### config.mk
export PLATFORM = sky130hd
export DESIGN_NAME = hs_master_arbiter
export DESIGN_NICKNAME = d
export VERILOG_FILES = /design/src/rtl/hs_pkg.sv /design/src/rtl/rr_arbiter.sv /design/src/rtl/hs_master_arbiter.sv
export SDC_FILE = /design/constraint.sdc
export NUM_CORES = 1
export LEC_CHECK = 0
export ABC_CLOCK_PERIOD_IN_PS = 2400
export BUFFER_PORTS_ARGS = -buffer_cell sky130_fd_sc_hd__buf_2
export CAP_MARGIN = 0
export CELL_PAD_IN_SITES_DETAIL_PLACEMENT = 1
export CELL_PAD_IN_SITES_GLOBAL_PLACEMENT = 2
export CORE_ASPECT_RATIO = 1.75
export CORE_MARGIN = 2
export CORE_UTILIZATION = 30
export DETAILED_ROUTE_END_ITERATION = 10
export PLACE_DENSITY = 0.91
export SYNTH_ARGS = -nofsm -noshare
export SYNTH_HDL_FRONTEND = slang
export SYNTH_SLANG_ARGS = --single-unit
### constraint.sdc
create_clock -name clk -period 2.4 [get_ports clk]
set_input_delay 0.48 -clock clk [delete_from_list [all_inputs] [get_ports clk]]
set_output_delay 0.48 -clock clk [all_outputs]
set_load 0.01 [all_outputs]
### src/rtl/hs_pkg.sv
// Shared types and constants for the four-phase handshake master arbiter.
package hs_pkg;

    // Handshake master FSM states
    typedef enum logic [1:0] {
        ST_IDLE   = 2'd0,
        ST_REQ_HI = 2'd1,
        ST_REQ_LO = 2'd2,
        ST_DONE   = 2'd3
    } hs_state_t;

    localparam int HS_DW      = 8;
    localparam int XFER_CNT_W = 16;

    // Index reached by stepping 'off' positions past 'base' on a ring of 'n' entries
    function automatic int wrap_idx(input int base, input int off, input int n);
        return (base + off) % n;
    endfunction

endpackage

### src/rtl/rr_arbiter.sv
// Combinational round-robin search: the first requesting source after rr_ptr wins.
module rr_arbiter
    import hs_pkg::*;
#(
    parameter  int N_REQ = 4,
    localparam int IW    = $clog2(N_REQ)
) (
    input  logic [N_REQ-1:0] req_vec,
    input  logic [IW-1:0]    rr_ptr,
    output logic             any_req,
    output logic [N_REQ-1:0] grant_oh,
    output logic [IW-1:0]    grant_idx
);

    // Walk the ring starting just past the last winner; the nearest requester is taken
    always_comb begin
        any_req   = 1'b0;
        grant_idx = '0;
        grant_oh  = '0;
        for (int off = 1; off <= N_REQ; off++) begin
            if (!any_req && req_vec[IW'(wrap_idx(int'(rr_ptr), off, N_REQ))]) begin
                any_req   = 1'b1;
                grant_idx = IW'(wrap_idx(int'(rr_ptr), off, N_REQ));
            end
        end
        if (any_req) begin
            grant_oh = N_REQ'(1) << grant_idx;
        end
    end

endmodule

### src/rtl/hs_master_arbiter.sv
// Shares one four-phase req/ack byte slave among N_REQ sources with round-robin
// arbitration, an ack timeout in REQ_HI and a wrapping success counter.
module hs_master_arbiter
    import hs_pkg::*;
#(
    parameter  int N_REQ   = 4,
    parameter  int DW      = HS_DW,
    parameter  int TIMEOUT = 15,
    localparam int IW      = $clog2(N_REQ)
) (
    input  logic                  clk,
    input  logic                  rst,
    input  logic [N_REQ-1:0]      src_valid,
    input  logic [N_REQ*DW-1:0]   src_data,
    output logic [N_REQ-1:0]      src_done,
    output logic                  req,
    output logic [DW-1:0]         data_out,
    input  logic                  ack,
    output logic                  busy,
    output logic [IW-1:0]         grant_id,
    output logic                  timeout_err,
    output logic [XFER_CNT_W-1:0] xfer_count
);

    // Wide enough to hold TIMEOUT-1, the last value counted before giving up
    localparam int TW = $clog2(TIMEOUT + 1);

    hs_state_t             state;
    logic [IW-1:0]         rr_ptr;
    logic [TW-1:0]         tmo_cnt;
    logic                  err_flag;
    logic [N_REQ-1:0]      grant_oh_q;
    logic [XFER_CNT_W-1:0] xfer_cnt_q;

    logic                  arb_any;
    logic [N_REQ-1:0]      arb_oh;
    logic [IW-1:0]         arb_idx;

    rr_arbiter #(
        .N_REQ (N_REQ)
    ) u_arb (
        .req_vec   (src_valid),
        .rr_ptr    (rr_ptr),
        .any_req   (arb_any),
        .grant_oh  (arb_oh),
        .grant_idx (arb_idx)
    );

    assign xfer_count = xfer_cnt_q;

    // Handshake FSM; every output is registered so the slave sees glitch-free req/data
    always_ff @(posedge clk) begin
        if (!rst) begin
            state       <= ST_IDLE;
            req         <= 1'b0;
            data_out    <= '0;
            src_done    <= '0;
            busy        <= 1'b0;
            grant_id    <= '0;
            grant_oh_q  <= '0;
            timeout_err <= 1'b0;
            xfer_cnt_q  <= '0;
            rr_ptr      <= IW'(N_REQ - 1);
            tmo_cnt     <= '0;
            err_flag    <= 1'b0;
        end else begin
            // Completion and error are single-cycle pulses
            src_done    <= '0;
            timeout_err <= 1'b0;
            case (state)
                ST_IDLE: begin
                    if (arb_any) begin
                        // Byte is captured once here; later source changes are ignored
                        grant_id   <= arb_idx;
                        grant_oh_q <= arb_oh;
                        data_out   <= src_data[arb_idx*DW +: DW];
                        req        <= 1'b1;
                        busy       <= 1'b1;
                        tmo_cnt    <= '0;
                        err_flag   <= 1'b0;
                        state      <= ST_REQ_HI;
                    end
                end
                ST_REQ_HI: begin
                    if (ack) begin
                        // An ack on the final allowed cycle still counts as success
                        req   <= 1'b0;
                        state <= ST_REQ_LO;
                    end else if (tmo_cnt == TW'(TIMEOUT - 1)) begin
                        req      <= 1'b0;
                        err_flag <= 1'b1;
                        state    <= ST_REQ_LO;
                    end else begin
                        tmo_cnt <= tmo_cnt + 1'b1;
                    end
                end
                ST_REQ_LO: begin
                    // Wait for the slave to release ack; no timeout on this phase
                    if (!ack) begin
                        src_done    <= grant_oh_q;
                        timeout_err <= err_flag;
                        if (!err_flag) begin
                            xfer_cnt_q <= xfer_cnt_q + 1'b1;
                        end
                        rr_ptr   <= grant_id;
                        err_flag <= 1'b0;
                        state    <= ST_DONE;
                    end
                end
                ST_DONE: begin
                    busy  <= 1'b0;
                    state <= ST_IDLE;
                end
                default: begin
                    req   <= 1'b0;
                    busy  <= 1'b0;
                    state <= ST_IDLE;
                end
            endcase
        end
    end

endmodule
==> flow_metrics.env <==
export IMPL_status="finished, final reports clean"
export IMPL_synth_seq_cells=46
export IMPL_drtAntennaViolNets=0
export IMPL_clock_sinks=46
export IMPL_vdd_drop_max_v=0.0003567
export IMPL_cts_repair_resized=0
export IMPL_wl_per_cell_um=15.07
export IMPL_r2r_start="state[0]"
export IMPL_nNetsFinal=371
export IMPL_antenna_cells=0
export IMPL_drtIter0Drc=44
export IMPL_swShare_pct=32.37
export IMPL_wirelength_mm=6.223
export IMPL_combPwrFrac_pct=31.3
export IMPL_r2r_cells=6
export IMPL_core_area_um2=7567
export IMPL_synth_area_um2=2356
export IMPL_holdBufCountCts=0
export IMPL_cts_setup_buffers=0
export IMPL_synth_edf_count=0
export IMPL_gp_congestion=0.7495
export IMPL_port_buffers=71
export IMPL_p_sw_uw=833.0
export IMPL_power_leakage_nw=1.382
export IMPL_start_kind="register"
export IMPL_seqPwrFrac_pct=37.5
export IMPL_ys_top_cells_by_count="dfxtp_1 (46), nand2_1 (20), and2_1 (17)"
export IMPL_crit_path_end_kind="register"
export IMPL_cp_max_fo=8
export IMPL_grt_pass1_vias=2341
export IMPL_cts_tree="built"
export IMPL_clock_path_buffers=2
export IMPL_holdPathEnd="grant_oh_q[0]"
export IMPL_hold_viol_final=0
export IMPL_clkTransAtPathRegs_ns=0.07
export IMPL_root_buffer="clkbuf_16"
export IMPL_required_ns=2.64
export IMPL_grt_overflow_total=0
export IMPL_avgSynthCellArea_um2=9.424
export IMPL_drc=0
export IMPL_slew_violations=0
export IMPL_finalCriticalPeriod_ns=2.004
export IMPL_drive_gt1_share_pct=30.77
export IMPL_htree_levels=2
export IMPL_skew_ns=0.005019
export IMPL_fill_cells=923
export IMPL_fin_setup_tns_ns=0
export IMPL_p_clk_share_pct=31.2
export IMPL_grt_use_total_pct=15.35
export IMPL_synthFlopType="dfxtp_1"
export IMPL_min_path_type="reg -> reg"
export IMPL_die_w_um=70.99
export IMPL_drv_cap=0
export IMPL_yosysMostFrequentCell="dfxtp_1"
export IMPL_yosysTopAreaCell="dfxtp_1"
export IMPL_fmax_mhz=499.1
export IMPL_area_growth_pct=26.66
export IMPL_rows=42
export IMPL_clk_latency_ns=0.29
export IMPL_fp_dieArea_um2=8606
export IMPL_num_io_pins=72
export IMPL_yosysWarningCount=0
export IMPL_dr_total_vias=2114
export IMPL_cts_buffers_inserted=5
export IMPL_rsz0062_at_grt="no"
export IMPL_criticalPathCategory="reg -> reg"
export IMPL_hold_path_startpoint="grant_oh_q[0]"
export IMPL_final_core_util_pct=39.43
export IMPL_viasPerCell=5.119
export IMPL_relSlewSlack_pct=58.91
export IMPL_tightest_slew_ns=0.6127
export IMPL_synth_cell_type_count=45
export IMPL_p_int_mw=1.741
export IMPL_synth_nets=297
export IMPL_synth_seq_area_share_pct=39.09
export IMPL_netlist_instances=250
export IMPL_synth_top_area_share_pct=39.09
export IMPL_dp_hpwl_mm=4.857
export IMPL_netlist_top_cells_area="dfxtp_1 (39%), and2_1 (4.5%), mux2_1 (4.3%)"
export IMPL_worst_ep_arrival_time_ns=2.24
export IMPL_finalHoldWorstSlack_ns=0.4498
export IMPL_period_share_pct=83.48
export IMPL_die_h_um=121.2
export IMPL_finalSetupViolations=0
export IMPL_firstDrtPassIters=4
export IMPL_start_util_pct=31.13
export IMPL_r2r_end="data_out[7]"
export IMPL_fin_ws_ns=0.3965
export IMPL_r2r_slack_ns=0.40
export IMPL_synth_async_reset_ratio_pct=0
export IMPL_antenna_found_initial=0
export IMPL_p_per_area_nw_per_um2=862.4
export IMPL_place_inst=405
export IMPL_hold_depth=2
export IMPL_dp_slack_ns=0.2915
export IMPL_fin_cells=413
export IMPL_grt_max_degree=31
export IMPL_grt_first_pass_wirelength_mm=10.55
worst max path at each step:
stage                       from          end  depth (start not counted)
finish                  state[0]  data_out[7]                          6
global route            state[0]  data_out[2]                          6
CTS                     state[0]  data_out[7]                          6
detailed placement  src_valid[2]  data_out[2]                          7
global placement    src_valid[0]  data_out[1]                          7
floorplan           src_valid[0]  data_out[3]                          6
layer usage:
metal | GRT usage (%) | vias to the layer above | part of all wire [%]
li1 | - | 1033 | -
met1 | 14.60 | 1000 | 35
met2 | 30.72 | 67 | 57
met3 | 3.156 | 14 | 5.0
met4 | 6.132 | 0 | 2.4
met5 | 0 | - | 0
state kept, by name, indices dropped and copies added (netlist names):
name         count
tmo_cnt          4
grant_id         2
err_flag         1
xfer_count      16
req              1
grant_oh_q       4
src_done         4
busy             1
rr_ptr           2
data_out         8
state            2
timeout_err      1
power groups by stage:
stage	clock (mW)	sequential, mW	combinational (mW)
3_5_place_dp	0	0.979	0.822
2_1_floorplan	0	0.996	0.523
5_1_grt	0.851	0.980	0.901
4_1_cts	0.824	0.966	0.825
3_3_place_gp	0	0.980	0.788
6_report	0.803	0.964	0.806
metrics by stage:
step | total power [mW] | instance area (µm²)
2_1_floorplan | 1.518 | 2356
3_3_place_gp | 1.768 | 2815
3_5_place_dp | 1.801 | 2815
4_1_cts | 2.615 | 2984
5_1_grt | 2.733 | 2984
6_report | 2.574 | 2984
layout make-up:
cell class                 count  area, µm²  area share [%]
clock buffer                   5      125.1           4.193
sequential                    46      920.9           30.86
timing repair buffer          76      392.9           13.17
multi-input combinational    188       1365           45.74
tap                           88      110.1           3.690
clock inverter                 3      43.79           1.468
inverter                       7      26.28          0.8805
placed cells by master (no fill, tap or decap), drive strengths merged, types with 4 or more instances in the layout:
master / instances
xor2: 7
nand2b: 7
nand2: 20
a21boi: 9
nand4: 4
dfxtp: 46
nor2b: 6
a221o: 8
mux2i: 5
xnor2: 6
o21ai: 9
clkbuf: 5
or3: 4
mux2: 16
ha: 8
a21oi: 6
nor3: 6
and2: 17
inv: 8
buf: 76
nor2: 10
nand3: 9
and3: 13
kinds of logic after synthesis:
group / share of synthesized area [%]
adders and majority gates: 4.249
xor gates and xnor gates: 4.833
and+or+nand+nor: 25.65
muxes: 9.931
buffers and inverters: 2.974
AOI/OAI and AO/OA: 13.28
DFF: 39.09
worst max-delay path, stage by stage (launching register included):
cell     delay [ns]
dfxtp_1        0.33
inv_1          0.12
ha_1           0.30
nor2b_1        0.34
nand2_1        0.12
nor2_1         0.48
a221o_1        0.26
Note: power is estimated with default switching activity, not from simulation.
